## src/rtl/ising_run_ctrl.sv

```systemverilog
// Run sequencer for the coupled-oscillator Ising array: oscillator reset hold,
// timed free run, synchronised spin capture, and AXI weight-write gating.
module ising_run_ctrl #(
  parameter int N           = 8,
  parameter int CNT_W       = 32,
  parameter int RST_CYCLES  = 16,
  parameter int SYNC_STAGES = 2
) (
  input  logic             clk,
  input  logic             axi_rst,
  input  logic             start,
  input  logic             abort,
  input  logic [CNT_W-1:0] run_cycles,
  output logic             busy,
  output logic             done,
  output logic [N-1:0]     result,
  output logic             result_valid,
  output logic             ising_rstn,
  input  logic [N-1:0]     spin_in,
  input  logic             wready_in,
  output logic             wready_out,
  output logic             wr_reject
);

  typedef enum logic [1:0] {S_IDLE, S_HOLD, S_RUN, S_SAMPLE} state_t;

  state_t           r_state;
  state_t           w_state_nxt;
  logic [CNT_W-1:0] r_cnt;
  logic [CNT_W-1:0] w_cnt_nxt;
  logic [CNT_W-1:0] r_len_m1;
  logic [CNT_W-1:0] w_len_m1;
  logic             w_accept;
  logic             w_capture;
  logic [N-1:0]     r_sync [SYNC_STAGES];
  logic [N-1:0]     w_s;

  logic             r_busy;
  logic             r_done;
  logic [N-1:0]     r_result;
  logic             r_result_valid;
  logic             r_ising_rstn;
  logic             r_wr_reject;

  // Storing len-1 keeps the reload in range even for run_cycles = 2^CNT_W-1.
  assign w_len_m1 = (run_cycles == '0) ? '0 : run_cycles - CNT_W'(1);
  assign w_s      = r_sync[SYNC_STAGES-1];

  always_comb begin
    w_state_nxt = r_state;
    w_cnt_nxt   = r_cnt;
    w_accept    = 1'b0;
    w_capture   = 1'b0;
    case (r_state)
      S_IDLE: begin
        if (start && !abort) begin
          w_accept    = 1'b1;
          w_cnt_nxt   = CNT_W'(RST_CYCLES - 1);
          w_state_nxt = S_HOLD;
        end
      end
      S_HOLD: begin
        if (abort) begin
          w_state_nxt = S_IDLE;
        end else if (r_cnt == '0) begin
          w_cnt_nxt   = r_len_m1;
          w_state_nxt = S_RUN;
        end else begin
          w_cnt_nxt   = r_cnt - CNT_W'(1);
        end
      end
      S_RUN: begin
        if (abort) begin
          w_state_nxt = S_IDLE;
        end else if (r_cnt == '0) begin
          w_state_nxt = S_SAMPLE;
        end else begin
          w_cnt_nxt   = r_cnt - CNT_W'(1);
        end
      end
      S_SAMPLE: begin
        w_state_nxt = S_IDLE;
        w_capture   = !abort;
      end
      default: w_state_nxt = S_IDLE;
    endcase
  end

  // Outputs are registered from the next state so they line up with the state itself.
  always_ff @(posedge clk) begin
    if (axi_rst) begin
      r_state        <= S_IDLE;
      r_cnt          <= '0;
      r_len_m1       <= '0;
      r_busy         <= 1'b0;
      r_done         <= 1'b0;
      r_result       <= '0;
      r_result_valid <= 1'b0;
      r_ising_rstn   <= 1'b0;
      r_wr_reject    <= 1'b0;
      for (int k = 0; k < SYNC_STAGES; k++) r_sync[k] <= '0;
    end else begin
      r_state      <= w_state_nxt;
      r_cnt        <= w_cnt_nxt;
      r_busy       <= (w_state_nxt != S_IDLE);
      r_ising_rstn <= (w_state_nxt == S_RUN) || (w_state_nxt == S_SAMPLE);
      r_done       <= w_capture;
      r_wr_reject  <= wready_in & r_busy;
      r_sync[0]    <= spin_in;
      for (int k = 1; k < SYNC_STAGES; k++) r_sync[k] <= r_sync[k-1];
      if (w_accept) begin
        r_len_m1       <= w_len_m1;
        r_result_valid <= 1'b0;
      end
      if (w_capture) begin
        r_result       <= w_s ^ {N{w_s[0]}};
        r_result_valid <= 1'b1;
      end
    end
  end

  assign busy         = r_busy;
  assign done         = r_done;
  assign result       = r_result;
  assign result_valid = r_result_valid;
  assign ising_rstn   = r_ising_rstn;
  assign wr_reject    = r_wr_reject;
  assign wready_out   = wready_in & ~r_busy;

endmodule

```

## config.mk

```make
export PLATFORM = sky130hd
export DESIGN_NAME = ising_run_ctrl
export DESIGN_NICKNAME = d
export VERILOG_FILES = /design/src/rtl/ising_run_ctrl.sv
export SDC_FILE = /design/constraint.sdc
export NUM_CORES = 1
export LEC_CHECK = 0
export CAP_MARGIN = 20
export CORE_MARGIN = 1
export CORE_UTILIZATION = 52
export DETAILED_ROUTE_END_ITERATION = 10
export PLACE_DENSITY_LB_ADDON = 0.12
export SYNTH_ARGS = -nofsm -noshare
export SYNTH_HDL_FRONTEND = slang
export SYNTH_SLANG_ARGS = --single-unit
```

## constraint.sdc

```tcl
create_clock -name clk -period 3.7 [get_ports clk]
set_input_delay 0.555 -clock clk [delete_from_list [all_inputs] [get_ports clk]]
set_output_delay 0.555 -clock clk [all_outputs]
set_load 0.01 [all_outputs]
```

---- Yosys cells after proc, flatten, opt, wreduce, memory -nomap -nowiden ----
Memory sizes are Yosys's and may differ from the RTL's.
Index checks and enable logic that the tools add are counted.
word-level totals
  register bits ........................... 79
  bits in writable memories ............... 16
  bits of input ports ..................... 45
  output and inout port bits .............. 14
  word-level logic and storage cells ...... 60
  memories kept ........................... 1
memories
  memory  words  width  rd ports  clocked after Yosys merged registers in  write ports  line  source
  r_sync  2      8      2         0                                        2            35    logic [N-1:0] r_sync [SYNC_STAGES];
operators by class
  $add $sub $neg .......................... 2
  equality and inequality tests ........... 9
  muxes and demuxes ....................... 23
  bitwise operators ....................... 6
  reduce and logical (&&, ||, !) cells .... 10
operator list
  operator                 count
  $mux W32                 6
  $pmux W32 S3             1
  $logic_not A32 Y1        2
  $sub A32 B1 Y32 const B  2
  $mux W8                  2
  $mux W2                  5
  $eq A2 B2 Y1 const B     4
  $mux W1                  8
  $ne A2 B2 Y1 const B     4
  $pmux W2 S4              1
  $xor A8 B8 Y8            1
  $reduce_and A5 Y1        1
  $reduce_bool A2 Y1       2
  $reduce_bool A3 Y1       1
  $and A1 B1 Y1            2
  $eq A2 B1 Y1 const B     1
  $logic_not A2 Y1         1
  $or A1 B1 Y1             2
  $logic_and A1 B1 Y1      1
  $logic_not A1 Y1         1
  $logic_or A1 B1 Y1       1
  $not A1 Y1               1

---- Logic depth before layout (Yosys ltp) ----
  depth after elaboration ................. 6
  gate-level depth with buffers ........... 10
  mapped depth without buffers ............ 8

---- Worst setup path after synthesis ----
Ideal clock, no wire load.
  kind .................................... input-to-reg
  from .................................... input port run_cycles[14]
  to ...................................... register r_len_m1[26]
  setup time .............................. 0.117 ns
  arrival ................................. 2.521 ns
  required time ........................... 3.583 ns
  setup slack ............................. 1.063 ns
  stages on the path ...................... 6
  buffers on the path ..................... 0
  cells stage by stage .................... or4_4 -> or4b_4 -> or4_4 -> nor4_4 -> xnor2_1 -> o21ai_2
between the ends
  word-level cells in the longest chain between the ends .. 2
  elaborated cells between the ends (all ways) .. 3
  classes of those cells .................. 1 x add/sub; 1 x mux; 1 x reduce/logical
RTL lines
  what                                                  line  source
  start: declaration                                    13    input logic [CNT_W-1:0] run_cycles,
  $sub A32 B1 Y32 or $logic_not A32 Y1 (tied branches)  46    assign w_len_m1 = (run_cycles == '0) ? '0 : run_cycles - CNT_W'(1);
  $mux W32 *                                            46
  end signal: assignment                                112   r_len_m1 <= w_len_m1;
  end: declaration                                      31    logic [CNT_W-1:0] r_len_m1;
Mark *: on every way between the ends. The rest lies on a longest branch, timed or not.
A chain may end at the register's enable or synchronous reset.

---- Worst setup path in the final report ----
  from .................................... register r_cnt[0]
  to ...................................... register r_busy, in the netlist busy
between the ends
  word-level cells in the longest chain between the ends .. 5
  elaborated cells between the ends (all ways) .. 7
  classes of those cells .................. 5 x mux; 2 x reduce/logical
RTL lines
  what                        line    source
  start: declaration          29      logic [CNT_W-1:0] r_cnt;
  start signal: assignment    104     r_cnt <= w_cnt_nxt;
  $logic_not A32 Y1 *         65, 75
  $mux W2 (on tied branches)  75, 65
  $mux W2 (on tied branches)  73, 63
  $pmux W2 S4 *               54      case (r_state)
  $reduce_bool A2 Y1 *        105     r_busy <= (w_state_nxt != S_IDLE);
  end signal: assignment      105
  end: declaration            38      logic r_busy;
Marks and branches as above.

==> run_results.csv <==
group,metric,value,unit
run_status,status,"finished, final reports clean",
clocking,path_clk_slew,0.11,ns
floorplan,die_y,102,um
logic_synthesis,synth_fp_nets,692,
final_layout,utilization,0.647,
timing,finalCritPeriodShare,0.825,
logic_synthesis,yosys.area.top_type,"dfxtp_1",
detailed_routing,wirelength,14100,um
final_layout,drive_above_1_share,0.0965,
power,p_int,1.61,mW
timing,rsz0062_at_grt,"false",
global_routing,grtUsageMet3,0.0587,
logic_synthesis,synth-seq-cells,93,
timing,period_needed,3.05,ns
floorplan,placementRows,35,
clocking,numCtsBuffers,9,
final_layout,layout.nets,742,
setup_path,cp.buffers_inverters,1,
final_layout,fill_cells,852,
global_routing,use_met1,0.378,
timing,hold_viol_final,0,
final_layout,register_area,1860,sq um
final_layout,final_cell_area,6090,sq um
clocking,post_cts_resized,0,
timing,fmax,328,MHz
global_routing,grt_max_degree,41,
detailed_routing,drc,0,
setup_path,max_stage_delay,0.59,ns
hold_path,hold_class,"register to register",
placement,numPortBuffers,57,
clocking,cts_sinks,93,
logic_synthesis,netlist_area,5160,sq um
logic_synthesis,syn_inst,639,
power,pwr-share-comb,0.298,
logic_synthesis,yosysSeqAreaShare,0.361,
timing,tns,0,ns
global_routing,busiest_layer,"met2",
detailed_routing,ant_nets,0,
power,clkPwrFrac,0.274,
logic_synthesis,synth_top_area_share,0.361,
clocking,postCtsHoldBufs,0,
placement,place_area,5880,sq um
clocking,clk_latency,0.38,ns
timing,setup_viol,0,
final_layout,multi_input_area,3100,sq um
placement,place.gp.congestion,0.892,
power,total_power,2.54,mW
job,drv_cap,0,
floorplan,core_region_area,9420,sq um
timing,slew_violations,0,
power,p_switching,0.925,mW
global_routing,gr-total-overflow,0,
placement,placedCellCount,806,
setup_path,crit_chain,"inv_1, ha_1, nor4b_1, and4_1, nand3_1, a21oi_1, a211oi_1, or2_1",
power,p_seq_frac,0.427,
setup_path,critPathKind,"register to register",
detailed_routing,vias,5002,
final_layout,area_growth,18.0,%
setup_path,required,3.97,ns
logic_synthesis,synth_warnings,0,
power,power_density,417,nW/um^2
logic_synthesis,synthArstFlopShare,0,
power,ir_drop,0.244,mV
power,switching_share,0.364,
setup_path,critPathArrivalTime,3.33,ns
global_routing,grt_pass1_vias,4761,
timing,tightestPinTransition,0.743,ns
logic_synthesis,synth_cell_types,68,
global_routing,antenna_found_initial,0,
setup_path,crit_family,"simple AND/OR/NAND/NOR gates",
setup_path,cp_max_fo,9,
setup_path,start_kind,"register",
floorplan,start_util,0.548,
clocking,cts_tree,"done",
clocking,clock_path_buffers,2,
clocking,root_buffer,"clkbuf_8",
power,leakagePower,2.25,nW
logic_synthesis,syn_area_per_cell,8.08,sq um
floorplan,die_w,102,um
floorplan,io_pins,59,
detailed_routing,vias_per_cell,6.08,
global_routing,grt_use_total,0.285,
setup_path,crit_slowest_cell,"nor4b_1",
logic_synthesis,synth-edff-count,0,
floorplan,dieArea,10300,sq um
placement,dp_hpwl,10300,um
final_layout,fin_cells,823,
timing,fin_skew,0.0201,ns
global_routing,met2_usage,0.451,
logic_synthesis,synthFlopType,"dfxtp_1",
clocking,cts_setup_buffers,0,
logic_synthesis,synthTopCellsByArea,"dfxtp_1, xnor2_1, nor2_1, nand2_1, nor3_1",
global_routing,grt_pass1_wl,23000,um
final_layout,diodes,0,
detailed_routing,wire_per_inst,17.1,um
setup_path,crit_path_end_kind,"register",
clocking,h-tree-depth,3,
timing,maxSlewHeadroom,0.502,
detailed_routing,initialDrtViolationCount,361,
detailed_routing,dr.pass1.iters,5,
## area by class of cell
type	count	share of cell area
Multi-Input combinational cell	494	0.509
Inverter	14	0.00863
Timing Repair Buffer	77	0.118
Clock inverter	7	0.0125
Sequential cell	93	0.306
Tap cell	129	0.0265
Clock buffer	9	0.0203
## metrics by stage
| stage | hold slack (ns) | setup WS, ns |
|---|---|---|
| 2_1_floorplan | 0.414 | 1.06 |
| 3_3_place_gp | 0.416 | 0.537 |
| 3_5_place_dp | 0.424 | 0.465 |
| 4_1_cts | 0.451 | 0.760 |
| 5_1_grt | 0.451 | 0.629 |
| 6_report | 0.446 | 0.649 |
## sequential cells by signal, summed over array words and instances (netlist names)
register,count
done,1
wr_reject,1
result,7
r_sync,16
r_len_m1,32
result_valid,1
busy,1
r_state,2
r_cnt,32
## cells in the mapped netlist (7+ instances only)
| cell | instances |
|---|---|
| mux2_2 | 9 |
| a22oi_1 | 13 |
| or3_1 | 10 |
| o21ai_1 | 18 |
| nand2_1 | 54 |
| nor4_1 | 15 |
| or2_2 | 8 |
| nand4_1 | 8 |
| nor3_1 | 32 |
| clkbuf_1 | 32 |
| ha_1 | 8 |
| o22ai_1 | 12 |
| nor2_1 | 58 |
| and3_1 | 7 |
| o21ai_0 | 21 |
| xnor2_1 | 30 |
| or4_1 | 8 |
| a211oi_1 | 14 |
| a21oi_1 | 26 |
| inv_1 | 13 |
| nor2b_1 | 20 |
| dfxtp_1 | 93 |
| xor2_1 | 11 |
| nand3_1 | 31 |
## worst register-to-register path, delay by kind of cell, from the launching register on
kind            cells  cell delay [ns]
flops               1             0.38
fa+ha+maj           1             0.19
simple gates        4             1.51
buf+inv             1             0.11
compound gates      2             0.76
## power groups by stage
stage          Combinational, mW  Clock [mW]  Sequential (mW)
3_3_place_gp               0.725           0             1.10
6_report                   0.758       0.697             1.08
5_1_grt                    0.825       0.747             1.09
4_1_cts                    0.743       0.705             1.08
2_1_floorplan              0.507           0             1.09
3_5_place_dp               0.739           0             1.11
## path summary, 6_finish.rpt
| kind | from | to | slack (ns) | cells past startpoint |
|---|---|---|---|---|
| setup / recovery | r_cnt[0]$_SDFFE_PP0P_ | busy$_SDFF_PP0_ | 0.65 | 8 |
| hold / removal | r_sync[0][5]$_SDFF_PP0_ | r_sync[0][13]$_SDFF_PP0_ | 0.45 | 1 |
| setup reg to reg | r_cnt[0]$_SDFFE_PP0P_ | busy$_SDFF_PP0_ | 0.65 | 8 |
| hold reg to reg | r_sync[0][5]$_SDFF_PP0_ | r_sync[0][13]$_SDFF_PP0_ | 0.45 | 1 |
## cells in the final DEF (no fill, tap or decap), types with 9 or more instances in the layout
cell type and count:
xnor2_1 30, xor2_1 11, a21oi_1 26, nand3_1 31, nand2_1 54, nor2_1 58
nor2b_1 20, o21ai_0 21, inv_1 13, buf_4 20, o22ai_1 12, nor3_1 31
a211oi_1 14, clkdlybuf4s50_1 56, or3_1 10, o21ai_1 18, a22oi_1 13, nor4_1 15
clkbuf_8 9, mux2_2 9, dfxtp_1 93
## layer usage
| layer | wire [um] | vias up | part of all wire |
|---|---|---|---|
| li1 | - | 2436 | - |
| met1 | 6160 | 2333 | 0.44 |
| met2 | 6450 | 204 | 0.46 |
| met3 | 1210 | 29 | 0.086 |
| met4 | 295 | 0 | 0.021 |
| met5 | 0 | - | 0 |
## logic make-up after synthesis
family	after synthesis	share of synthesized area
and+or+nand+nor	284	0.296
adders and majority gates	8	0.0194
xor gates and xnor gates	41	0.0696
DFF	93	0.361
AOI/OAI and AO/OA	149	0.190
buffers and inverters	52	0.0395
other	1	0.000727
muxes	11	0.0238
Power figures use the tool's default switching activity.
